--- config.mk ---
export PLATFORM = sky130hd
export DESIGN_NAME = mtm_alu_cmd_ctrl_flat
export DESIGN_NICKNAME = d
export VERILOG_FILES = /design/src/rtl/mtm_alu_cmd_ctrl_if.sv /design/src/rtl/mtm_alu_cmd_ctrl.sv /design/src/flat_wrapper.sv
export SDC_FILE = /design/constraint.sdc
export NUM_CORES = 1
export LEC_CHECK = 0
export BUFFER_PORTS_ARGS = -buffer_cell sky130_fd_sc_hd__buf_2
export CAP_MARGIN = 20
export CORE_AREA = 4 4 139 274
export CTS_BUF_LIST = sky130_fd_sc_hd__clkbuf_16
export DETAILED_ROUTE_END_ITERATION = 8
export DIE_AREA = 0 0 143 278
export GPL_TIMING_DRIVEN = 1
export PLACE_DENSITY = 0.48
export SLEW_MARGIN = 5
export SYNTH_ARGS = -nofsm -noshare
export SYNTH_HDL_FRONTEND = slang
export SYNTH_SLANG_ARGS = --single-unit
--- constraint.sdc ---
create_clock -name clk -period 9.1 [get_ports clk]
set_clock_uncertainty 0.1 [all_clocks]
set_input_delay 1.365 -clock clk [delete_from_list [all_inputs] [get_ports clk]]
set_output_delay 1.365 -clock clk [all_outputs]
set_load 0.02 [all_outputs]
--- src/rtl/mtm_alu_cmd_ctrl_if.sv ---
// Byte-stream input, ALU-core handshake and response-stream bundle of the ALU command controller.
interface mtm_alu_cmd_ctrl_if;
    logic        in_valid;
    logic        in_ready;
    logic [7:0]  in_data;
    logic        in_is_ctl;
    logic [31:0] alu_a;
    logic [31:0] alu_b;
    logic [2:0]  alu_op;
    logic        alu_start;
    logic        alu_done;
    logic [31:0] alu_c;
    logic [7:0]  alu_ctl;
    logic        out_valid;
    logic        out_ready;
    logic [7:0]  out_data;

    modport master (
        input  in_valid, in_data, in_is_ctl, alu_done, alu_c, alu_ctl, out_ready,
        output in_ready, alu_a, alu_b, alu_op, alu_start, out_valid, out_data
    );

    modport slave (
        output in_valid, in_data, in_is_ctl, alu_done, alu_c, alu_ctl, out_ready,
        input  in_ready, alu_a, alu_b, alu_op, alu_start, out_valid, out_data
    );
endinterface

--- src/rtl/mtm_alu_cmd_ctrl.sv ---
// Command sequencer: collects operands and control byte, validates CRC4/opcode,
// runs the ALU core through a start/done handshake and streams the response or an error byte.
module mtm_alu_cmd_ctrl #(
    parameter int IDLE_TIMEOUT = 1024,
    parameter int TO_W         = 10
) (
    input  logic               clk,
    input  logic               rst,
    mtm_alu_cmd_ctrl_if.master bus
);
    typedef enum logic [3:0] {
        S_IDLE      = 4'd0,
        S_COLLECT   = 4'd1,
        S_CHECK     = 4'd2,
        S_ISSUE     = 4'd3,
        S_WAIT_ALU  = 4'd4,
        S_SEND_DATA = 4'd5,
        S_SEND_CTL  = 4'd6,
        S_SEND_ERR  = 4'd7,
        S_DRAIN     = 4'd8
    } state_t;

    // Error flags are {data, crc, op}; the error byte repeats them twice.
    localparam logic [2:0] ERR_DATA = 3'b100;
    localparam logic [2:0] ERR_CRC  = 3'b010;
    localparam logic [2:0] ERR_OP   = 3'b001;

    function automatic logic [3:0] crc4_calc(input logic [67:0] msg);
        logic [3:0] crc;
        logic       fb;
        crc = 4'h0;
        for (int i = 67; i >= 0; i--) begin
            fb  = crc[3] ^ msg[i];
            crc = {crc[2:0], 1'b0} ^ {2'b00, fb, fb};
        end
        return crc;
    endfunction

    function automatic logic [7:0] err_byte(input logic [2:0] flags);
        return {1'b1, flags, flags, ^{1'b1, flags, flags}};
    endfunction

    function automatic logic op_valid(input logic [2:0] op);
        logic ok;
        case (op)
            3'b000, 3'b001, 3'b100, 3'b101: ok = 1'b1;
            default:                        ok = 1'b0;
        endcase
        return ok;
    endfunction

    state_t          state_r, next_state_s;
    logic [3:0]      byte_cnt_r;
    logic [TO_W-1:0] to_cnt_r;
    logic [63:0]     ba_r;
    logic [2:0]      op_r;
    logic [3:0]      crc_rx_r;
    logic            drain_r;
    logic [31:0]     resp_r;
    logic [1:0]      out_cnt_r;
    logic [31:0]     alu_a_r, alu_b_r;
    logic [2:0]      alu_op_r;
    logic            in_ready_r, alu_start_r, out_valid_r;
    logic [7:0]      out_data_r;
    logic            in_ready_nx_s, alu_start_nx_s, out_valid_nx_s;
    logic [7:0]      out_data_nx_s;
    logic            in_acc_s, out_acc_s, timeout_s, shift_s, ctl_latch_s, crc_ok_s, op_ok_s;
    logic [2:0]      err_sel_s;

    // in_ready_r is high exactly in COLLECT and DRAIN, so it doubles as the accept window.
    assign in_acc_s    = bus.in_valid & in_ready_r;
    assign out_acc_s   = out_valid_r & bus.out_ready;
    assign timeout_s   = in_ready_r & ~in_acc_s & (byte_cnt_r != 4'd0) &
                         (to_cnt_r == TO_W'(IDLE_TIMEOUT - 1));
    assign shift_s     = (state_r == S_COLLECT) & in_acc_s & ~bus.in_is_ctl & (byte_cnt_r != 4'd8);
    assign ctl_latch_s = (state_r == S_COLLECT) & in_acc_s & bus.in_is_ctl & (byte_cnt_r == 4'd8);
    assign crc_ok_s    = (crc4_calc({ba_r, 1'b1, op_r}) == crc_rx_r);
    assign op_ok_s     = op_valid(op_r);
    assign err_sel_s   = (state_r == S_CHECK) ? (crc_ok_s ? ERR_OP : ERR_CRC) : ERR_DATA;

    // State register.
    always_ff @(posedge clk) begin
        if (rst) begin
            state_r <= S_IDLE;
        end else begin
            state_r <= next_state_s;
        end
    end

    // Next-state decode.
    always_comb begin
        next_state_s = state_r;
        case (state_r)
            S_IDLE:      next_state_s = S_COLLECT;
            S_COLLECT: begin
                if (in_acc_s && bus.in_is_ctl) begin
                    next_state_s = (byte_cnt_r == 4'd8) ? S_CHECK : S_SEND_ERR;
                end else if (in_acc_s && (byte_cnt_r == 4'd8)) begin
                    next_state_s = S_SEND_ERR;
                end else begin
                    next_state_s = S_COLLECT;
                end
            end
            S_CHECK:     next_state_s = (crc_ok_s && op_ok_s) ? S_ISSUE : S_SEND_ERR;
            S_ISSUE:     next_state_s = S_WAIT_ALU;
            S_WAIT_ALU:  next_state_s = bus.alu_done ? S_SEND_DATA : S_WAIT_ALU;
            S_SEND_DATA: next_state_s = (out_acc_s && (out_cnt_r == 2'd3)) ? S_SEND_CTL : S_SEND_DATA;
            S_SEND_CTL:  next_state_s = out_acc_s ? S_IDLE : S_SEND_CTL;
            S_SEND_ERR: begin
                if (out_acc_s) begin
                    next_state_s = drain_r ? S_DRAIN : S_IDLE;
                end else begin
                    next_state_s = S_SEND_ERR;
                end
            end
            S_DRAIN:     next_state_s = ((in_acc_s && bus.in_is_ctl) || timeout_s) ? S_IDLE : S_DRAIN;
            default:     next_state_s = S_IDLE;
        endcase
    end

    // Next values of the registered handshake outputs.
    always_comb begin
        in_ready_nx_s  = (next_state_s == S_COLLECT) || (next_state_s == S_DRAIN);
        alu_start_nx_s = (next_state_s == S_ISSUE);
        out_valid_nx_s = out_valid_r;
        out_data_nx_s  = out_data_r;
        if ((next_state_s == S_SEND_ERR) && (state_r != S_SEND_ERR)) begin
            out_valid_nx_s = 1'b1;
            out_data_nx_s  = err_byte(err_sel_s);
        end else if ((state_r == S_WAIT_ALU) && bus.alu_done) begin
            out_valid_nx_s = 1'b1;
            out_data_nx_s  = bus.alu_c[31:24];
        end else if ((state_r == S_SEND_DATA) && out_acc_s) begin
            out_data_nx_s  = resp_r[31:24];
        end else if (((state_r == S_SEND_CTL) || (state_r == S_SEND_ERR)) && out_acc_s) begin
            out_valid_nx_s = 1'b0;
        end else begin
            out_valid_nx_s = out_valid_r;
        end
    end

    // Output registers.
    always_ff @(posedge clk) begin
        if (rst) begin
            in_ready_r  <= 1'b0;
            alu_start_r <= 1'b0;
            out_valid_r <= 1'b0;
            out_data_r  <= 8'h00;
        end else begin
            in_ready_r  <= in_ready_nx_s;
            alu_start_r <= alu_start_nx_s;
            out_valid_r <= out_valid_nx_s;
            out_data_r  <= out_data_nx_s;
        end
    end

    // Command capture, inter-byte timeout, ALU operands and response shift register.
    always_ff @(posedge clk) begin
        if (rst) begin
            byte_cnt_r <= 4'd0;
            to_cnt_r   <= {TO_W{1'b0}};
            ba_r       <= 64'd0;
            op_r       <= 3'd0;
            crc_rx_r   <= 4'd0;
            drain_r    <= 1'b0;
            resp_r     <= 32'd0;
            out_cnt_r  <= 2'd0;
            alu_a_r    <= 32'd0;
            alu_b_r    <= 32'd0;
            alu_op_r   <= 3'd0;
        end else begin
            if (state_r == S_IDLE || timeout_s) begin
                byte_cnt_r <= 4'd0;
            end else if (shift_s) begin
                ba_r       <= {ba_r[55:0], bus.in_data};
                byte_cnt_r <= byte_cnt_r + 4'd1;
            end
            // The idle counter only runs while a partial command is held.
            if (in_acc_s || !in_ready_r || (byte_cnt_r == 4'd0) || timeout_s) begin
                to_cnt_r <= {TO_W{1'b0}};
            end else begin
                to_cnt_r <= to_cnt_r + {{(TO_W-1){1'b0}}, 1'b1};
            end
            if (ctl_latch_s) begin
                op_r     <= bus.in_data[6:4];
                crc_rx_r <= bus.in_data[3:0];
            end
            if ((state_r == S_COLLECT) && (next_state_s == S_SEND_ERR)) begin
                drain_r <= ~bus.in_is_ctl;
            end else if (state_r == S_CHECK) begin
                drain_r <= 1'b0;
            end
            if (next_state_s == S_ISSUE) begin
                alu_a_r  <= ba_r[31:0];
                alu_b_r  <= ba_r[63:32];
                alu_op_r <= op_r;
            end
            if ((state_r == S_WAIT_ALU) && bus.alu_done) begin
                resp_r    <= {bus.alu_c[23:0], bus.alu_ctl};
                out_cnt_r <= 2'd0;
            end else if ((state_r == S_SEND_DATA) && out_acc_s) begin
                resp_r    <= {resp_r[23:0], 8'h00};
                out_cnt_r <= out_cnt_r + 2'd1;
            end
        end
    end

    assign bus.in_ready  = in_ready_r;
    assign bus.alu_start = alu_start_r;
    assign bus.alu_a     = alu_a_r;
    assign bus.alu_b     = alu_b_r;
    assign bus.alu_op    = alu_op_r;
    assign bus.out_valid = out_valid_r;
    assign bus.out_data  = out_data_r;
endmodule
--- src/flat_wrapper.sv ---
// flat-port wrapper written by rule: the top's interface ports become plain ports
module mtm_alu_cmd_ctrl_flat 
#(
    parameter int IDLE_TIMEOUT = 1024,
    parameter int TO_W         = 10
)
  (clk, rst, bus_in_valid, bus_in_data, bus_in_is_ctl, bus_alu_done, bus_alu_c, bus_alu_ctl, bus_out_ready, bus_in_ready, bus_alu_a, bus_alu_b, bus_alu_op, bus_alu_start, bus_out_valid, bus_out_data);
  mtm_alu_cmd_ctrl_if bus_i ();
  input  logic clk;
  input  logic rst;
  input wire logic [$bits(bus_i.in_valid)-1:0] bus_in_valid;
  input wire logic [$bits(bus_i.in_data)-1:0] bus_in_data;
  input wire logic [$bits(bus_i.in_is_ctl)-1:0] bus_in_is_ctl;
  input wire logic [$bits(bus_i.alu_done)-1:0] bus_alu_done;
  input wire logic [$bits(bus_i.alu_c)-1:0] bus_alu_c;
  input wire logic [$bits(bus_i.alu_ctl)-1:0] bus_alu_ctl;
  input wire logic [$bits(bus_i.out_ready)-1:0] bus_out_ready;
  output wire logic [$bits(bus_i.in_ready)-1:0] bus_in_ready;
  output wire logic [$bits(bus_i.alu_a)-1:0] bus_alu_a;
  output wire logic [$bits(bus_i.alu_b)-1:0] bus_alu_b;
  output wire logic [$bits(bus_i.alu_op)-1:0] bus_alu_op;
  output wire logic [$bits(bus_i.alu_start)-1:0] bus_alu_start;
  output wire logic [$bits(bus_i.out_valid)-1:0] bus_out_valid;
  output wire logic [$bits(bus_i.out_data)-1:0] bus_out_data;
  assign bus_i.in_valid = bus_in_valid;
  assign bus_i.in_data = bus_in_data;
  assign bus_i.in_is_ctl = bus_in_is_ctl;
  assign bus_i.alu_done = bus_alu_done;
  assign bus_i.alu_c = bus_alu_c;
  assign bus_i.alu_ctl = bus_alu_ctl;
  assign bus_i.out_ready = bus_out_ready;
  assign bus_in_ready = bus_i.in_ready;
  assign bus_alu_a = bus_i.alu_a;
  assign bus_alu_b = bus_i.alu_b;
  assign bus_alu_op = bus_i.alu_op;
  assign bus_alu_start = bus_i.alu_start;
  assign bus_out_valid = bus_i.out_valid;
  assign bus_out_data = bus_i.out_data;
  mtm_alu_cmd_ctrl #(.IDLE_TIMEOUT(IDLE_TIMEOUT), .TO_W(TO_W)) u_core (.clk(clk), .rst(rst), .bus(bus_i));
endmodule
# Yosys cells after proc, flatten, opt, wreduce, memory -nomap -nowiden
# Index checks and enable logic that the tools add are counted.
# classes
n_eq_ne	22
n_shift	0
magnitude_cmp	0
n_addsub	3
muxes	25
n_reduce_logical	32
n_bitwise	146
mul	0
div_mod_pow	0
# op_table
operator	count
$xor A4 B2 Y4	66
$mux W32	2
$xor A1 B1 Y1	64
$pmux W4 S9	1
$mux W8	3
$eq A4 B3 Y1 const B	5
$mux W4	4
$mux W3	5
$eq A4 B2 Y1 const B	3
$eq A4 B4 Y1 const B	3
$add A10 B1 Y10 const B	1
$and A1 B1 Y1	10
$eq A10 B10 Y1 const B	1
$logic_and A1 B1 Y1	9
$eq A4 B1 Y1 const B	2
$logic_not A4 Y1	2
$mux W1	8
$logic_or A1 B1 Y1	7
$reduce_xor A7 Y1	1
$eq A3 B3 Y1 const B	2
$reduce_bool A3 Y1	2
$reduce_or A2 Y1	3
$add A4 B1 Y4 const B	1
$eq A4 B4 Y1	1
16 further kinds	22
# totals
ramBits	0
n_memories	0
output_inout_bits	78
latchBits	0
reg_bits	202
romBits	0

# Longest topological paths before layout
# depth
ltp_word	140
depth_mapped	15
mapped_depth_nobuf	12

# Worst setup path before layout
# OpenSTA, ideal clock, no wires.
# synth_timing
path_type	register to register
from	reg u_core.ba_r[41]
to	reg u_core.alu_a_r[0] (netlist: u_core.bus.alu_a[0])
setup_time_ps	128
slack_ps	4934
t_arrival_ps	3939
stages_incl_launch_ff	15
required_ps	8872
path_cell_list	dfxtp_1 -> xnor3_1 -> xnor2_2 -> xnor3_1 -> xnor3_2 -> xor3_1 -> xnor2_1 -> and2_1 -> a221oi_1 -> or3_4 -> a31oi_4 -> buf_6 -> buf_6 -> mux2i_1 -> nor2_1
# synth_via
elab_chain_len	67
word_cells_on_any_way	94
# synth_rtl
item	line	text
start, declared	mtm_alu_cmd_ctrl.sv:55	logic [63:0] ba_r;
start signal, assigned	mtm_alu_cmd_ctrl.sv:175	ba_r <= {ba_r[55:0], bus.in_data};
$xor A1 B1 Y1 *	mtm_alu_cmd_ctrl.sv:33	fb = crc[3] ^ msg[i];
$xor A4 B2 Y4 * (3 in a row)	mtm_alu_cmd_ctrl.sv:34	crc = {crc[2:0], 1'b0} ^ {2'b00, fb, fb};
$xor A1 B1 Y1	mtm_alu_cmd_ctrl.sv:33	
$xor A4 B2 Y4 * (3 in a row)	mtm_alu_cmd_ctrl.sv:34	
$xor A1 B1 Y1	mtm_alu_cmd_ctrl.sv:33	
$xor A4 B2 Y4 * (3 in a row)	mtm_alu_cmd_ctrl.sv:34	
$xor A1 B1 Y1	mtm_alu_cmd_ctrl.sv:33	
$xor A4 B2 Y4 * (3 in a row)	mtm_alu_cmd_ctrl.sv:34	
[... 41 more ...]	--	
$xor A4 B2 Y4 * (3 in a row)	mtm_alu_cmd_ctrl.sv:34	
$xor A1 B1 Y1	mtm_alu_cmd_ctrl.sv:33	
$xor A4 B2 Y4 *	mtm_alu_cmd_ctrl.sv:34	
$eq A4 B4 Y1 *	mtm_alu_cmd_ctrl.sv:77	assign crc_ok_s = (crc4_calc({ba_r, 1'b1, op_r}) == crc_rx_r);
$logic_and A1 B1 Y1 *	mtm_alu_cmd_ctrl.sv:104	S_CHECK: next_state_s = (crc_ok_s && op_ok_s) ? S_ISSUE : S_SEND_ERR;
$mux W3 *	mtm_alu_cmd_ctrl.sv:104	
$pmux W4 S9 *	mtm_alu_cmd_ctrl.sv:93	case (state_r)
$eq A4 B2 Y1 *	mtm_alu_cmd_ctrl.sv:193	if (next_state_s == S_ISSUE) begin
end signal, assigned	mtm_alu_cmd_ctrl.sv:194	alu_a_r <= ba_r[31:0];
end, declared	mtm_alu_cmd_ctrl.sv:61	logic [31:0] alu_a_r, alu_b_r;
# Every way passes the cells marked *; elsewhere a longest branch is shown, timed or not.
# A chain may end at the register's enable or synchronous reset.

# Worst setup path after layout
# layout_timing
from	reg u_core.ba_r[41]
to	reg u_core.alu_a_r[8] (netlist: u_core.bus.alu_a[8])
# The elaborated chain is that of the path after synthesis.

==> impl_metrics.json <==
{
  "ys_ff_latch": 202,
  "clk_latency_ps": 500,
  "required_ps": 9350,
  "die_height_um": 278,
  "setup_viol": 0,
  "layout-drive-gt1-share": 0.161,
  "synthAdderAreaFrac": 0.00565,
  "maxCapViolations": 0,
  "fmax_ghz": 0.188,
  "vias": 7013,
  "synth_edf_count": 0,
  "synth.area.top_cells": "dfxtp_1, mux2i_1, nand2_1",
  "cts_tree": "done",
  "slowest_stage": "buf_4",
  "synth_cells": 991,
  "crit_type": "reg -> reg",
  "htree_levels": 1,
  "final_common_cell": "dfxtp_1",
  "r2r_cells": 14,
  "rsz0062_at_grt": "no",
  "multi_input_area_mm2": 0.00453,
  "cts-root-buf": "clkbuf_16",
  "clock_sink_count": 202,
  "tightest_slew_ps": 1060,
  "dp_hpwl_um": 19800,
  "core_mm2": 0.0359,
  "slew_headroom": 0.295,
  "hp-start": "u_core.to_cnt_r[0]",
  "areaGrowthSynthToFinish_pct": 19.5,
  "ys_warn_count": 0,
  "cellLeakagePower_nw": 3.90,
  "cts_setup_buffers": 0,
  "ant_nets": 0,
  "r2r_start": "u_core.ba_r[41]",
  "fp-row-count": 98,
  "port_buffers": 131,
  "gr-total-overflow": 0,
  "dp_cells": 1518,
  "yosysTopAreaCell": "dfxtp_1",
  "hp-class": "reg -> reg",
  "grt_pass1_vias": 7005,
  "async_reset_ff_frac": 0,
  "numCtsBuffers": 21,
  "die_w_um": 143,
  "worstHoldPathCells": 1,
  "reg2reg_to": "u_core.bus.alu_a[8]",
  "grt_max_degree": 100,
  "synth_xor_area_frac": 0.141,
  "cp-start-kind": "flip-flop",
  "syn_area_mm2": 0.00885,
  "clk_path_buf_depth": 3,
  "max_stage_delay_ps": 600,
  "initial_utilization": 0.246,
  "nFillCells": 3843,
  "finalWeightedCongestion": 0.795,
  "fin_setup_tns_ps": 0,
  "post_drt_wl_per_cell_um": 17.4,
  "finalNetCount": 1150,
  "routed_wl_um": 27100,
  "dominantRegCellSynth": "dfxtp_1",
  "path_cells": "xnor3_1, xnor2_2, xnor3_1, xnor3_2, xor3_1, xnor2_1, and2_1, a221oi_1, or3_4, a31oi_4, buf_4, buf_4, mux2i_1, nor2_1",
  "worstSetupStartpoint": "u_core.ba_r[41]",
  "design.die.area_mm2": 0.0398,
  "finalMaxSlewViolations": 0,
  "hold_path_end": "u_core.to_cnt_r[0]",
  "synth-simple-area-share": 0.175,
  "critPathTopFamily": "XOR/XNOR gates",
  "critical_path_arrival_ps": 5580,
  "synth-compound-area-share": 0.105,
  "final-seq-area_mm2": 0.00404,
  "setup.worst_path.end_class": "flip-flop",
  "cp.buffers_inverters": 2,
  "final_util": 0.294,
  "whs_ps": 360,
  "synth_fp_nets": 1049,
  "syn_area_per_cell_um2": 8.93,
  "first_iter_violations": 267,
  "grt_pass1_wl_um": 41100,
  "avgViaCountPerCell": 4.50,
  "r2r_slack_ps": 3770,
  "status": "completed",
  "synth.mux.area_fraction": 0.0837,
  "drt_pass1_iterations": 4,
  "cts-resized-gates": 0,
  "antenna_found_initial": 5,
  "hold_violations": 0,
  "layout_common_cells": "dfxtp_1, nand2_1, nor2_1",
  "layout.cells.non_filler": 1557,
  "period_share": 0.586,
  "grtUsageTotal": 0.132,
  "route.detailed.drc": 0,
  "cts.clk_slew.worst_paths_ps": 60,
  "max-vdd-ir-drop_uv": 120,
  "period_needed_ps": 5330,
  "cellPowerDensity_mw_per_mm2": 175,
  "synth_top_cell_area_share": 0.457,
  "synth.yosys.seq_area_share": 0.457,
  "crit_fanout": 34,
  "ios": 132,
  "ctsHoldBuffers": 0,
  "yosys.cell_types.count": 47,
  "synth_top_family_by_area": "simple AND/OR/NAND/NOR gates"
}
-- kinds of logic after synthesis --
group / after synthesis
XOR/XNOR: 118
AO/OA/AOI/OAI: 143
AND/OR/NAND/NOR: 382
multiplexers: 74
flip-flops: 202
buffers and inverters: 68
adder cells (fa/ha/maj): 4
-- metrics by stage --
stage                     cell area [um^2]  setup slack (ps)  power [mW]
final                                10600              3770        1.85
after global routing                 10600              3460        1.92
after CTS                            10500              3710        1.88
after detailed placement              9880              3730        1.02
after global placement                9880              3830        1.02
after floorplan                       8850              4930       0.986
-- sequential cells by signal, summed over array words and instances, names as in the netlist, 2 cells and up --
name and cells:
u_core.bus.out_data 8, u_core.bus.alu_op 3, u_core.bus.alu_b 32, u_core.bus.alu_a 32
u_core.to_cnt_r 10, u_core.out_cnt_r 2, u_core.crc_rx_r 4, u_core.op_r 3
u_core.state_r 4, u_core.resp_r 32, u_core.byte_cnt_r 4, u_core.ba_r 64
-- area by class of cell --
type / count / area share
Sequential cell: 202 / 0.382
Tap cell: 450 / 0.0533
Timing Repair Buffer: 140 / 0.0709
Multi-Input combinational cell: 721 / 0.428
Inverter: 6 / 0.00213
Clock inverter: 14 / 0.0127
Antenna cell: 3 / 0.000710
Clock buffer: 21 / 0.0497
-- worst register-to-register path: cells and delay by family, from the launching register on --
kind | cells | cell delay, ps
AND/OR/NAND/NOR | 3 | 700
buffers and inverters | 2 | 1130
XOR/XNOR | 6 | 2280
flip-flops | 1 | 380
multiplexers | 1 | 300
AO/OA/AOI/OAI | 2 | 290
-- layer usage --
layer | share of wire | track usage | up-vias
met3 | 0.042 | 0.0211 | 47
met4 | 0.029 | 0.0451 | 4
met5 | 0.0010 | 0 | -
li1 | - | - | 3522
met1 | 0.35 | 0.131 | 3295
met2 | 0.58 | 0.268 | 145
-- Yosys cell counts (2+ instances only) --
cell,number
a21oi_1,73
a221o_1,3
a221oi_1,2
a22oi_1,12
a311oi_1,25
a31o_2,2
a31oi_1,8
a41o_1,2
and2_1,2
and3_1,7
buf_1,3
buf_4,4
buf_6,3
clkbuf_1,52
dfxtp_1,202
ha_1,4
inv_1,6
mux2i_1,74
nand2_1,188
nand2b_1,4
nand3_1,10
nand4_1,2
nand4b_1,2
nor2_1,149
nor2b_1,5
nor3_1,3
nor3b_1,3
o211ai_1,2
o21ai_0,7
o221ai_1,2
or2_2,3
xnor2_1,79
xnor3_1,12
xor2_1,23
-- where the power goes --
| part | switching, mW | leakage [nW] | internal [mW] |
|---|---|---|---|
| logic | 0.0628 | 1.93 | 0.0358 |
| clock network | 0.348 | 0.338 | 0.501 |
| registers | 0.00828 | 1.63 | 0.893 |
| total | 0.419 | 3.90 | 1.43 |
-- worst max path at each step --
stage                           end  slack [ps]  cells after the start
2_1_floorplan   u_core.bus.alu_a[0]        4930                     14
4_1_cts        u_core.bus.alu_a[17]        3710                     14
3_5_place_dp   u_core.bus.alu_a[15]        3730                     14
5_1_grt         u_core.bus.alu_a[8]        3460                     14
3_3_place_gp    u_core.bus.alu_a[9]        3830                     14
6_report        u_core.bus.alu_a[8]        3770                     14
No activity file was read; power rests on OpenSTA's default activity.
